**config.mk**
```make
export PLATFORM = sky130hd
export DESIGN_NAME = bus_ctrl_flat
export DESIGN_NICKNAME = d
export VERILOG_FILES = /design/src/rtl/pkg_bus.sv /design/src/rtl/pkg_ram.sv /design/src/rtl/pkg_reg.sv /design/src/rtl/if_instr_bus.sv /design/src/rtl/bus_addr_gen.sv /design/src/rtl/bus_ctrl.sv /design/src/flat_wrapper.sv
export SDC_FILE = /design/constraint.sdc
export NUM_CORES = 1
export LEC_CHECK = 0
export ABC_CLOCK_PERIOD_IN_PS = 4500
export BUFFER_PORTS_ARGS = -buffer_cell sky130_fd_sc_hd__buf_2
export CAP_MARGIN = 25
export CORE_MARGIN = 4
export CORE_UTILIZATION = 45
export DETAILED_ROUTE_END_ITERATION = 8
export PLACE_DENSITY = 0.83
export SKIP_CTS_REPAIR_TIMING = 1
export SYNTH_ARGS = -nofsm -noshare
export SYNTH_HDL_FRONTEND = slang
export SYNTH_SLANG_ARGS = --single-unit
export TNS_END_PERCENT = 50
```
**constraint.sdc**
```tcl
create_clock -name clk -period 4.5 [get_ports clk]
set_clock_uncertainty 0.2 [all_clocks]
set_input_delay 0.675 -clock clk [delete_from_list [all_inputs] [get_ports clk]]
set_output_delay 0.675 -clock clk [all_outputs]
set_load 0.02 [all_outputs]
```
**src/rtl/pkg_bus.sv**
```systemverilog
// Instruction-bus operation encoding shared by the decoder and the load/store unit.
package pkg_bus;
    typedef enum logic [1:0] {NONE, FETCH, STORE} op_t;
endpackage

```
**src/rtl/pkg_ram.sv**
```systemverilog
// RAM-side shared types: byte address width, access size encoding and its byte count.
package pkg_ram;
    localparam int RAM_ADDRW = 16;

    typedef enum logic [1:0] {BYTE, WORD, LONG, QUAD} data_type_t;

    function automatic logic [3:0] size_bytes(data_type_t dt);
        case (dt)
            BYTE:    return 4'd1;
            WORD:    return 4'd2;
            LONG:    return 4'd4;
            default: return 4'd8;
        endcase
    endfunction
endpackage

```
**src/rtl/pkg_reg.sv**
```systemverilog
// Register file geometry.
package pkg_reg;
    localparam int REG_ADDRW = 5;
endpackage

```
**src/rtl/if_instr_bus.sv**
```systemverilog
// Decoder -> load/store unit operation fields; valid/ready travel as plain ports.
interface if_instr_bus;
    pkg_bus::op_t                  op;
    pkg_ram::data_type_t           data_type;
    logic [pkg_reg::REG_ADDRW-1:0] data_reg;
    logic [pkg_reg::REG_ADDRW-1:0] addr_reg;
    logic [pkg_ram::RAM_ADDRW-1:0] addr_offset;

    modport server (input op, data_type, data_reg, addr_reg, addr_offset);
    modport client (output op, data_type, data_reg, addr_reg, addr_offset);
endinterface

```
**src/rtl/bus_addr_gen.sv**
```systemverilog
// Combinational address helper: effective address, alignment, per-beat address and byte lane.
module bus_addr_gen #(
    parameter int RAM_ADDRW = pkg_ram::RAM_ADDRW
) (
    input  logic [RAM_ADDRW-1:0] base,
    input  logic [RAM_ADDRW-1:0] offset,
    input  logic [3:0]           size,
    input  logic [RAM_ADDRW-1:0] ea_q,
    input  logic [2:0]           beat,
    input  logic [2:0]           last,
    output logic [RAM_ADDRW-1:0] ea,
    output logic                 aligned,
    output logic [RAM_ADDRW-1:0] beat_addr,
    output logic [2:0]           lane
);
    logic [2:0] mask;

    // size is a power of two up to 8, so size-1 is the low-bit alignment mask
    assign mask      = 3'(size - 4'd1);
    assign ea        = base + offset;
    assign aligned   = (ea[2:0] & mask) == 3'd0;
    assign beat_addr = ea_q + {{(RAM_ADDRW-3){1'b0}}, beat};
    // big-endian: beat 0 carries the most significant byte
    assign lane      = last - beat;
endmodule

```
**src/rtl/bus_ctrl.sv**
```systemverilog
// Load/store unit: moves 1/2/4/8 big-endian bytes between the register file and a byte-wide RAM.
module bus_ctrl
    import pkg_bus::*;
    import pkg_ram::*;
#(
    parameter int REG_DATAW = 64,
    parameter int RAM_ADDRW = pkg_ram::RAM_ADDRW,
    parameter int REG_ADDRW = pkg_reg::REG_ADDRW
) (
    input  logic                 clk,
    input  logic                 rst,
    if_instr_bus.server          instr,
    input  logic                 instr_valid,
    output logic                 instr_ready,
    output logic                 done,
    output logic                 misaligned,
    output logic [REG_ADDRW-1:0] rd_addr0,
    input  logic [REG_DATAW-1:0] rd_data0,
    output logic [REG_ADDRW-1:0] rd_addr1,
    input  logic [REG_DATAW-1:0] rd_data1,
    output logic                 wr_en,
    output logic [REG_ADDRW-1:0] wr_addr,
    output logic [REG_DATAW-1:0] wr_data,
    output logic                 ram_req,
    output logic                 ram_we,
    output logic [RAM_ADDRW-1:0] ram_addr,
    output logic [7:0]           ram_wdata,
    input  logic [7:0]           ram_rdata
);
    localparam logic [2:0] IDLE    = 3'd0;
    localparam logic [2:0] RD      = 3'd1;
    localparam logic [2:0] RD_LAST = 3'd2;
    localparam logic [2:0] WB      = 3'd3;
    localparam logic [2:0] WR      = 3'd4;
    localparam logic [2:0] FIN     = 3'd5;

    logic [2:0]           state, cnt, last_q;
    logic [REG_ADDRW-1:0] dreg_q;
    logic [REG_DATAW-1:0] src_q, data_q;
    logic [RAM_ADDRW-1:0] ea_q, ea, beat_addr;
    logic                 mis_q, aligned, is_mem;
    logic [3:0]           size;
    logic [2:0]           lane;
    logic                 unused_base_hi;

    assign unused_base_hi = ^rd_data0[REG_DATAW-1:RAM_ADDRW];
    assign size   = size_bytes(instr.data_type);
    assign is_mem = (instr.op == FETCH) || (instr.op == STORE);

    bus_addr_gen #(.RAM_ADDRW(RAM_ADDRW)) u_addr_gen (
        .base      (rd_data0[RAM_ADDRW-1:0]),
        .offset    (instr.addr_offset),
        .size      (size),
        .ea_q      (ea_q),
        .beat      (cnt),
        .last      (last_q),
        .ea        (ea),
        .aligned   (aligned),
        .beat_addr (beat_addr),
        .lane      (lane)
    );

    always_ff @(posedge clk) begin
        if (rst) begin
            state  <= IDLE;
            cnt    <= '0;
            last_q <= '0;
            dreg_q <= '0;
            src_q  <= '0;
            data_q <= '0;
            ea_q   <= '0;
            mis_q  <= 1'b0;
        end else begin
            case (state)
                IDLE: if (instr_valid) begin
                    last_q <= 3'(size - 4'd1);
                    dreg_q <= instr.data_reg;
                    src_q  <= rd_data1;
                    ea_q   <= ea;
                    data_q <= '0;
                    cnt    <= '0;
                    mis_q  <= is_mem && !aligned;
                    if (!is_mem || !aligned)  state <= FIN;
                    else if (instr.op == FETCH) state <= RD;
                    else                        state <= WR;
                end
                RD: begin
                    // read data lags its request by one cycle; beat 0 has nothing to capture yet
                    if (cnt != 3'd0) data_q <= {data_q[REG_DATAW-9:0], ram_rdata};
                    if (cnt == last_q) state <= RD_LAST;
                    else               cnt   <= cnt + 3'd1;
                end
                RD_LAST: begin
                    data_q <= {data_q[REG_DATAW-9:0], ram_rdata};
                    state  <= WB;
                end
                WR: begin
                    if (cnt == last_q) state <= FIN;
                    else               cnt   <= cnt + 3'd1;
                end
                WB, FIN: state <= IDLE;
                default: state <= IDLE;
            endcase
        end
    end

    assign instr_ready = (state == IDLE);
    assign done        = (state == WB) || (state == FIN);
    assign misaligned  = (state == FIN) && mis_q;
    assign rd_addr0    = instr.addr_reg;
    assign rd_addr1    = instr.data_reg;
    assign ram_req     = (state == RD) || (state == WR);
    assign ram_we      = (state == WR);
    assign ram_addr    = beat_addr;
    assign ram_wdata   = src_q[{lane, 3'b000} +: 8];
    // register 0 is hardwired zero, so its writeback is dropped
    assign wr_en       = (state == WB) && (dreg_q != '0);
    assign wr_addr     = dreg_q;
    assign wr_data     = data_q;
endmodule

```
**src/flat_wrapper.sv**
```systemverilog
// flat-port wrapper written by rule: the top's interface ports become plain ports
module bus_ctrl_flat import pkg_bus::*; import pkg_ram::*;
#(
    parameter int REG_DATAW = 64,
    parameter int RAM_ADDRW = pkg_ram::RAM_ADDRW,
    parameter int REG_ADDRW = pkg_reg::REG_ADDRW
)
  (clk, rst, instr_valid, instr_ready, done, misaligned, rd_addr0, rd_data0, rd_addr1, rd_data1, wr_en, wr_addr, wr_data, ram_req, ram_we, ram_addr, ram_wdata, ram_rdata, instr_op, instr_data_type, instr_data_reg, instr_addr_reg, instr_addr_offset);
  if_instr_bus instr_i ();
  input  logic clk;
  input  logic rst;
  input  logic instr_valid;
  output logic instr_ready;
  output logic done;
  output logic misaligned;
  output logic [REG_ADDRW-1:0] rd_addr0;
  input  logic [REG_DATAW-1:0] rd_data0;
  output logic [REG_ADDRW-1:0] rd_addr1;
  input  logic [REG_DATAW-1:0] rd_data1;
  output logic wr_en;
  output logic [REG_ADDRW-1:0] wr_addr;
  output logic [REG_DATAW-1:0] wr_data;
  output logic ram_req;
  output logic ram_we;
  output logic [RAM_ADDRW-1:0] ram_addr;
  output logic [7:0] ram_wdata;
  input  logic [7:0] ram_rdata;
  input wire logic [$bits(instr_i.op)-1:0] instr_op;
  input wire logic [$bits(instr_i.data_type)-1:0] instr_data_type;
  input wire logic [$bits(instr_i.data_reg)-1:0] instr_data_reg;
  input wire logic [$bits(instr_i.addr_reg)-1:0] instr_addr_reg;
  input wire logic [$bits(instr_i.addr_offset)-1:0] instr_addr_offset;
  assign instr_i.op = instr_op;
  assign instr_i.data_type = instr_data_type;
  assign instr_i.data_reg = instr_data_reg;
  assign instr_i.addr_reg = instr_addr_reg;
  assign instr_i.addr_offset = instr_addr_offset;
  bus_ctrl #(.REG_DATAW(REG_DATAW), .RAM_ADDRW(RAM_ADDRW), .REG_ADDRW(REG_ADDRW)) u_core (.clk(clk), .rst(rst), .instr(instr_i), .instr_valid(instr_valid), .instr_ready(instr_ready), .done(done), .misaligned(misaligned), .rd_addr0(rd_addr0), .rd_data0(rd_data0), .rd_addr1(rd_addr1), .rd_data1(rd_data1), .wr_en(wr_en), .wr_addr(wr_addr), .wr_data(wr_data), .ram_req(ram_req), .ram_we(ram_we), .ram_addr(ram_addr), .ram_wdata(ram_wdata), .ram_rdata(ram_rdata));
endmodule
```
==> results_dict.tcl, run 1 <==
set metrics [dict create \
    layout_utilization 0.560 \
    drc 0 \
    clock_tree_from_tritoncts "built" \
    ir_worst_vdd_uv 331 \
    clock-sinks 159 \
    globalRouteMet3Util 0.0562 \
    area.growth.synth_to_final_pct 22.4 \
    num_rows 47 \
    cell_internal_power_dissipation_uw 2780 \
    final.min_clock_period_ns 4.09 \
    drt_pre_antenna_iters 5 \
    globalRouteTotalUtil 0.204 \
    portBuffers 219 \
    seq_power_share 0.379 \
    timing_max_transition_violations_final 0 \
    p_switching_uw 1550 \
    synthesis.instances 925 \
    cts.htree.levels 4 \
    insertion_delay_ns 0.43 \
    cp_slowest_stage_delay_ns 0.98 \
    global_route.usage.met2 0.328 \
    synthArstFlopShare 0 \
    yosysUniqueCellTypes 54 \
    postSynthAreaPerCell_sq_um 8.17 \
    result_of_the_run "completed" \
    busiest_layer "met2" \
    die_y_um 138 \
    via_count_of_the_first_global_routing_pass 6362 \
    synth_edf_count 0 \
    design.portCount 278 \
    worst_setup_path_start_kind "register" \
    clockPowerShare 0.330 \
    grt_max_degree 71 \
    totalWireLength_mm 19.9 \
    cap_violations 0 \
    num-nets-final 1290 \
    rsz_0062_raised_after_global_routing "false" \
    vias 7118 \
    cp.arrival_ns 3.21 \
    globalRouteOverflowTotal 0 \
    hold_path_class "register to register" \
    worst_pin_slew_ns 0.976 \
    setup_viol 0 \
    yosysSeqAreaShare 0.421 \
    critical-path-slowest-cell "sky130_fd_sc_hd__fa_1" \
    critPathCaptureType "output pin" \
    coreArea_sq_um 16500 \
    clk_pin_slew_ns 0.06 \
    maxClockFrequency_ghz 0.245 \
    switching_share 0.357 \
    die_w_um 138 \
    cts_inserted_buffers 17 \
    initial_core_util 0.457 \
    viasPerCell 5.36 \
    worstPathRequired_ns 3.62 \
    yosysWarningCount 0 \
    die_area_sq_um 18900 \
    cell_breakdown_of_the_critical_path "ha_1 > inv_1 > fa_1 > mux4_1 > mux2_2 > buf_2" \
    antenna_violations_before_repair 1 \
    fin_tns_setup_ns 0 \
    power_density_nw_per_um2 467 \
    clock_tree.buffer_depth 2 \
    place.gp.congestion 0.844 \
    ant_nets_after_route 0 \
    routed_wire_length_per_instance_um 15.0 \
    worstSetupPathType "register to output pin" \
    netlist_area_sq_um 7560 \
    antenna_cells_inserted 0 \
    comb_power_share 0.291 \
    synth.net_count 1120 \
    grt_first_pass_wirelength_mm 30.9 \
    tightest_slew_margin_relative_to_the_limit 0.347 \
    postSynthRegisterBits 159 \
    layout-drive-gt1-share 0.252 \
    synth_flop_type "sky130_fd_sc_hd__dfxtp_1" \
    iteration_0_drc_markers 341 \
    clock_tree.root_cell "sky130_fd_sc_hd__clkbuf_16" \
    dpl.hpwl_mm 14.1 \
    finalHoldViolCount 0 \
    period_share 0.908 \
    path_max_fanout 13 \
    global_route.usage.met1 0.256 \
    p_leak_uw 0.00394 \
]
## sequential cells by signal, summed over array words and instances, names as in the netlist
name            flops
u_core.mis_q        1
u_core.state        3
u_core.src_q       64
u_core.cnt          3
u_core.ea_q        16
u_core.last_q       3
u_core.wr_data     64
u_core.wr_addr      5
## routing by layer
metal,vias up,wire [um],part of all wire
met4,2,611,0.031
met3,49,1550,0.078
met2,257,9280,0.47
li1,3542,-,-
met1,3268,8420,0.42
met5,-,5,0.00025
## area by class of cell
class | count | area (sq um)
clock buffers | 19 | 443
clock inverters | 13 | 141
fillers | 1515 | 7270
inverters | 13 | 48.8
multi-input cells | 676 | 3980
flip-flops and latches | 159 | 3180
well taps | 220 | 275
repair buffers | 228 | 1180
## cell usage after synthesis (all sizes together) (2+ instances only)
| cell | count | area share |
|---|---|---|
| o21ai | 14 | 0.0093 |
| and2 | 3 | 0.0025 |
| a21o | 8 | 0.0079 |
| a211oi | 11 | 0.012 |
| nor2b | 4 | 0.0033 |
| ha | 23 | 0.038 |
| and3 | 4 | 0.0035 |
| a311oi | 2 | 0.0023 |
| o31ai | 2 | 0.0020 |
| nor2 | 25 | 0.012 |
| nand3 | 80 | 0.053 |
| o311ai | 2 | 0.0023 |
| nor3 | 15 | 0.0099 |
| buf | 30 | 0.024 |
| and4 | 2 | 0.0023 |
| o211ai | 6 | 0.0060 |
| nand2 | 237 | 0.12 |
| inv | 13 | 0.0065 |
| fa | 3 | 0.0079 |
| mux4 | 16 | 0.055 |
| mux2 | 8 | 0.012 |
| a21oi | 159 | 0.11 |
| xor2 | 9 | 0.013 |
| nand4 | 3 | 0.0025 |
| dfxtp | 159 | 0.42 |
| o21a | 2 | 0.0020 |
| or3 | 4 | 0.0033 |
| xnor2 | 17 | 0.021 |
| clkbuf | 47 | 0.023 |
## cell families (layout without fill, tap and decap cells)
group / count (synthesis) / after routing / share of synthesized area
simple gates: 381 / 381 / 0.214
compound gates: 218 / 218 / 0.163
mux: 25 / 25 / 0.0684
flops: 159 / 159 / 0.421
fa+ha+maj: 26 / 26 / 0.0460
xor+xnor: 26 / 26 / 0.0336
buf+inv: 90 / 273 / 0.0538
## power by group through the flow
stage / logic [uW] / clock network, uW / registers (uW)
6_report: 1260 / 1430 / 1640
5_1_grt: 1390 / 1510 / 1660
4_1_cts: 1250 / 1450 / 1640
3_5_place_dp: 1240 / 0 / 1670
3_3_place_gp: 1220 / 0 / 1660
2_1_floorplan: 944 / 0 / 1640
## worst paths after layout
kind	start	end	slack, ns	depth (start not counted)
max	u_core.cnt[0]$_SDFFE_PP0P_	ram_wdata[3]	0.41	6
min	u_core.src_q[22]$_SDFFE_PP0P_	u_core.src_q[22]$_SDFFE_PP0P_	0.25	2
max reg2reg	u_core.state[2]$_SDFFE_PP0P_	u_core.src_q[61]$_SDFFE_PP0P_	1.79	5
min reg2reg	u_core.src_q[22]$_SDFFE_PP0P_	u_core.src_q[22]$_SDFFE_PP0P_	0.25	2
## worst max-delay path: cells and delay by family, from the launching register on
family                     cells  cell delay [ns]
adders and majority gates      2             1.15
muxes                          2             1.03
DFF                            1             0.40
buffers and inverters          2             0.20
## cells in the final DEF, fill, tap and decap left out, types with 3 or more instances in the layout
| cell type | n |
|---|---|
| sky130_fd_sc_hd__inv_6 | 4 |
| sky130_fd_sc_hd__nand4_1 | 3 |
| sky130_fd_sc_hd__nand2_1 | 236 |
| sky130_fd_sc_hd__a21oi_1 | 159 |
| sky130_fd_sc_hd__clkbuf_16 | 17 |
| sky130_fd_sc_hd__ha_1 | 23 |
| sky130_fd_sc_hd__and3_1 | 3 |
| sky130_fd_sc_hd__a211oi_1 | 9 |
| sky130_fd_sc_hd__nand3_1 | 80 |
| sky130_fd_sc_hd__buf_2 | 218 |
| sky130_fd_sc_hd__buf_4 | 9 |
| sky130_fd_sc_hd__nor3_1 | 15 |
| sky130_fd_sc_hd__inv_8 | 3 |
| sky130_fd_sc_hd__nor2_1 | 25 |
| sky130_fd_sc_hd__o211ai_1 | 6 |
| sky130_fd_sc_hd__inv_1 | 13 |
| sky130_fd_sc_hd__xnor2_1 | 16 |
| sky130_fd_sc_hd__fa_1 | 3 |
| sky130_fd_sc_hd__mux4_1 | 15 |
| sky130_fd_sc_hd__mux2_2 | 8 |
| sky130_fd_sc_hd__o21ai_0 | 14 |
| sky130_fd_sc_hd__clkinv_4 | 4 |
| sky130_fd_sc_hd__or3_1 | 4 |
| sky130_fd_sc_hd__dfxtp_1 | 159 |
| sky130_fd_sc_hd__a21o_1 | 8 |
| sky130_fd_sc_hd__nor2b_1 | 4 |
| sky130_fd_sc_hd__xor2_1 | 8 |
## stage by stage
stage	std cells	hold slack (ns)	power (uW)	instance area, sq um	setup slack (ns)
global route	1328	0.271	4560	9250	0.268
global placement	1295	0.235	2890	8650	0.929
detailed placement	1295	0.244	2910	8650	0.883
finish	1328	0.248	4320	9250	0.412
CTS	1327	0.253	4340	9230	0.389
floorplan	925	0.232	2590	7560	1.09
Power figures use the tool's default switching activity.
==> run 2, diff against run 1 <==
--- a/config.mk
+++ b/config.mk
@@ -8,7 +8,7 @@
 export ABC_CLOCK_PERIOD_IN_PS = 4500
 export BUFFER_PORTS_ARGS = -buffer_cell sky130_fd_sc_hd__buf_2
 export CAP_MARGIN = 25
-export CORE_MARGIN = 4
+export CORE_MARGIN = 2
 export CORE_UTILIZATION = 45
 export DETAILED_ROUTE_END_ITERATION = 8
 export PLACE_DENSITY = 0.83
==> constraint.sdc (replaced) <==
create_clock -name clk -period 4.5 [get_ports clk]
set_clock_uncertainty 0.2 [all_clocks]
set_input_delay 0.675 -clock clk [delete_from_list [all_inputs] [get_ports clk]]
set_output_delay 0.675 -clock clk [all_outputs]
set_load 0.01 [all_outputs]
==> run 2 against run 1 <==
Critical path depth did not move. Critical endpoint unchanged. Via count grew 0.52%. Setup slack better by 0.087 ns.
==> results_dict.tcl, run 2 (synthesis results as in run 1) <==
set metrics [dict create \
    layout_utilization 0.562 \
    timing.reg2reg.setup_slack_ns 1.77 \
    path_max_fanout 13 \
    cp.arrival_ns 3.13 \
    worstPathRequired_ns 3.62 \
    vias 7155 \
    dpl.hpwl_mm 13.4 \
    portBuffers 219 \
    hold_path_class "register to register" \
    grt_max_degree 85 \
    place.gp.congestion 0.827 \
    ant_nets_after_route 0 \
    worst_pin_slew_ns 0.883 \
    worstSetupPathType "register to output pin" \
    num-nets-final 1290 \
    cap_violations 0 \
    nFillCells 1506 \
    maxClockFrequency_ghz 0.250 \
    clock_tree.buffer_depth 2 \
    antenna_violations_before_repair 1 \
    iteration_0_drc_markers 512 \
    ir_worst_vdd_uv 348 \
    via_count_of_the_first_global_routing_pass 6574 \
    reg2reg_path_depth 5 \
    die_w_um 134 \
    cts.htree.levels 4 \
    area.growth.synth_to_final_pct 23.0 \
    die_area_sq_um 17800 \
    insertion_delay_ns 0.43 \
    tightest_slew_margin_relative_to_the_limit 0.411 \
    clk_pin_slew_ns 0.06 \
    fin_tns_setup_ns 0 \
    timing_max_transition_violations_final 0 \
    worst_r2r_endpoint "u_core.src_q[58]$_SDFFE_PP0P_" \
    setup_viol 0 \
    whs_endpoint "u_core.src_q[41]$_SDFFE_PP0P_" \
    power_density_nw_per_um2 467 \
    totalWireLength_mm 19.5 \
    viasPerCell 5.39 \
    clock_tree_from_tritoncts "built" \
    hold_path_depth 2 \
    finalHoldViolCount 0 \
    die_y_um 134 \
    routed_wire_length_per_instance_um 14.7 \
    clock_tree.root_cell "sky130_fd_sc_hd__clkbuf_16" \
    clock-sinks 159 \
    final_area_sq_um 9290 \
    worst_setup_path_start_kind "register" \
    globalRouteTotalUtil 0.218 \
    drc 0 \
    crit-reg2reg-launch "u_core.state[1]$_SDFFE_PP0P_" \
    final.min_clock_period_ns 4.00 \
    rsz_0062_raised_after_global_routing "false" \
    result_of_the_run "completed" \
    initial_core_util 0.457 \
    cts_inserted_buffers 17 \
    place_area_sq_um 8640 \
    p_leak_uw 0.00396 \
    grt_first_pass_wirelength_mm 31.5 \
    critPathCaptureType "output pin" \
    final_common_cell "sky130_fd_sc_hd__nand2_1" \
    final_cell_mix "sky130_fd_sc_hd__nand2_1 (236), sky130_fd_sc_hd__buf_2 (218), sky130_fd_sc_hd__a21oi_1 (159), sky130_fd_sc_hd__dfxtp_1 (159), sky130_fd_sc_hd__nand3_1 (80)" \
    coreArea_sq_um 16500 \
    antenna_cells_inserted 0 \
    origin_of_the_worst_min_delay_path "u_core.src_q[41]$_SDFFE_PP0P_" \
    layout-drive-gt1-share 0.251 \
    period_share 0.889 \
    drt_pre_antenna_iters 4 \
    num_rows 47 \
    globalRouteOverflowTotal 0 \
    design.portCount 278 \
    hold_ws_ns 0.249 \
]
run 2: cell count changes in the layout (fill, tap and decap cells not counted), sizes merged:
| cell | before | now |
|---|---|---|
| clkinvlp | 1 | 2 |
| clkinv | 4 | 2 |
| clkbuf | 19 | 21 |
| bufinv | 1 | 3 |
| inv | 20 | 17 |
run 2: how the worst max path moves through the flow:
stage / from / to / cells after the start
after floorplan: u_core.cnt[0]$_SDFFE_PP0P_ / ram_wdata[3] / 7
after global placement: u_core.cnt[0]$_SDFFE_PP0P_ / ram_wdata[3] / 6
after detailed placement: u_core.cnt[0]$_SDFFE_PP0P_ / ram_wdata[3] / 6
after CTS: u_core.cnt[0]$_SDFFE_PP0P_ / ram_wdata[3] / 6
after global routing: u_core.cnt[0]$_SDFFE_PP0P_ / ram_wdata[3] / 6
final: u_core.cnt[0]$_SDFFE_PP0P_ / ram_wdata[3] / 6
run 2: layer usage:
layer | vias to the layer above | track usage | share of wire
met4 | 2 | 0.0875 | 0.027
met5 | - | 0 | 0.00041
met2 | 251 | 0.359 | 0.48
li1 | 3540 | - | -
met1 | 3319 | 0.269 | 0.42
met3 | 43 | 0.0628 | 0.078
run 2: worst max-delay path: stages, from the launching register on:
cell and delay [ns]:
sky130_fd_sc_hd__dfxtp_1 0.39, sky130_fd_sc_hd__ha_1 0.17, sky130_fd_sc_hd__inv_1 0.05, sky130_fd_sc_hd__fa_1 0.96
sky130_fd_sc_hd__mux4_1 0.70, sky130_fd_sc_hd__mux2_2 0.29, sky130_fd_sc_hd__buf_2 0.15
run 2: layout make-up:
| cell class | instances | area (sq um) | area share |
|---|---|---|---|
| inverter | 13 | 48.8 | 0.00525 |
| multi-input combinational | 676 | 3980 | 0.428 |
| clock buffer | 21 | 460 | 0.0495 |
| clock inverter | 11 | 154 | 0.0166 |
| sequential | 159 | 3180 | 0.342 |
| timing repair buffer | 228 | 1190 | 0.128 |
| tap | 220 | 275 | 0.0296 |
run 2: through the flow:
stage                     total power, uW  worst slack [ns]  cells
after floorplan                      2520              1.12    925
after global placement               2820             0.947   1294
after detailed placement             2840             0.930   1294
after CTS                            4350             0.455   1326
after global routing                 4570             0.376   1328
final                                4340             0.500   1328
run 2: power by group:
part | total [uW] | switching (uW) | internal [uW]
Sequential | 1640 | 106 | 1540
Clock | 1500 | 591 | 909
Combinational | 1200 | 753 | 448
Total | 4340 | 1450 | 2890
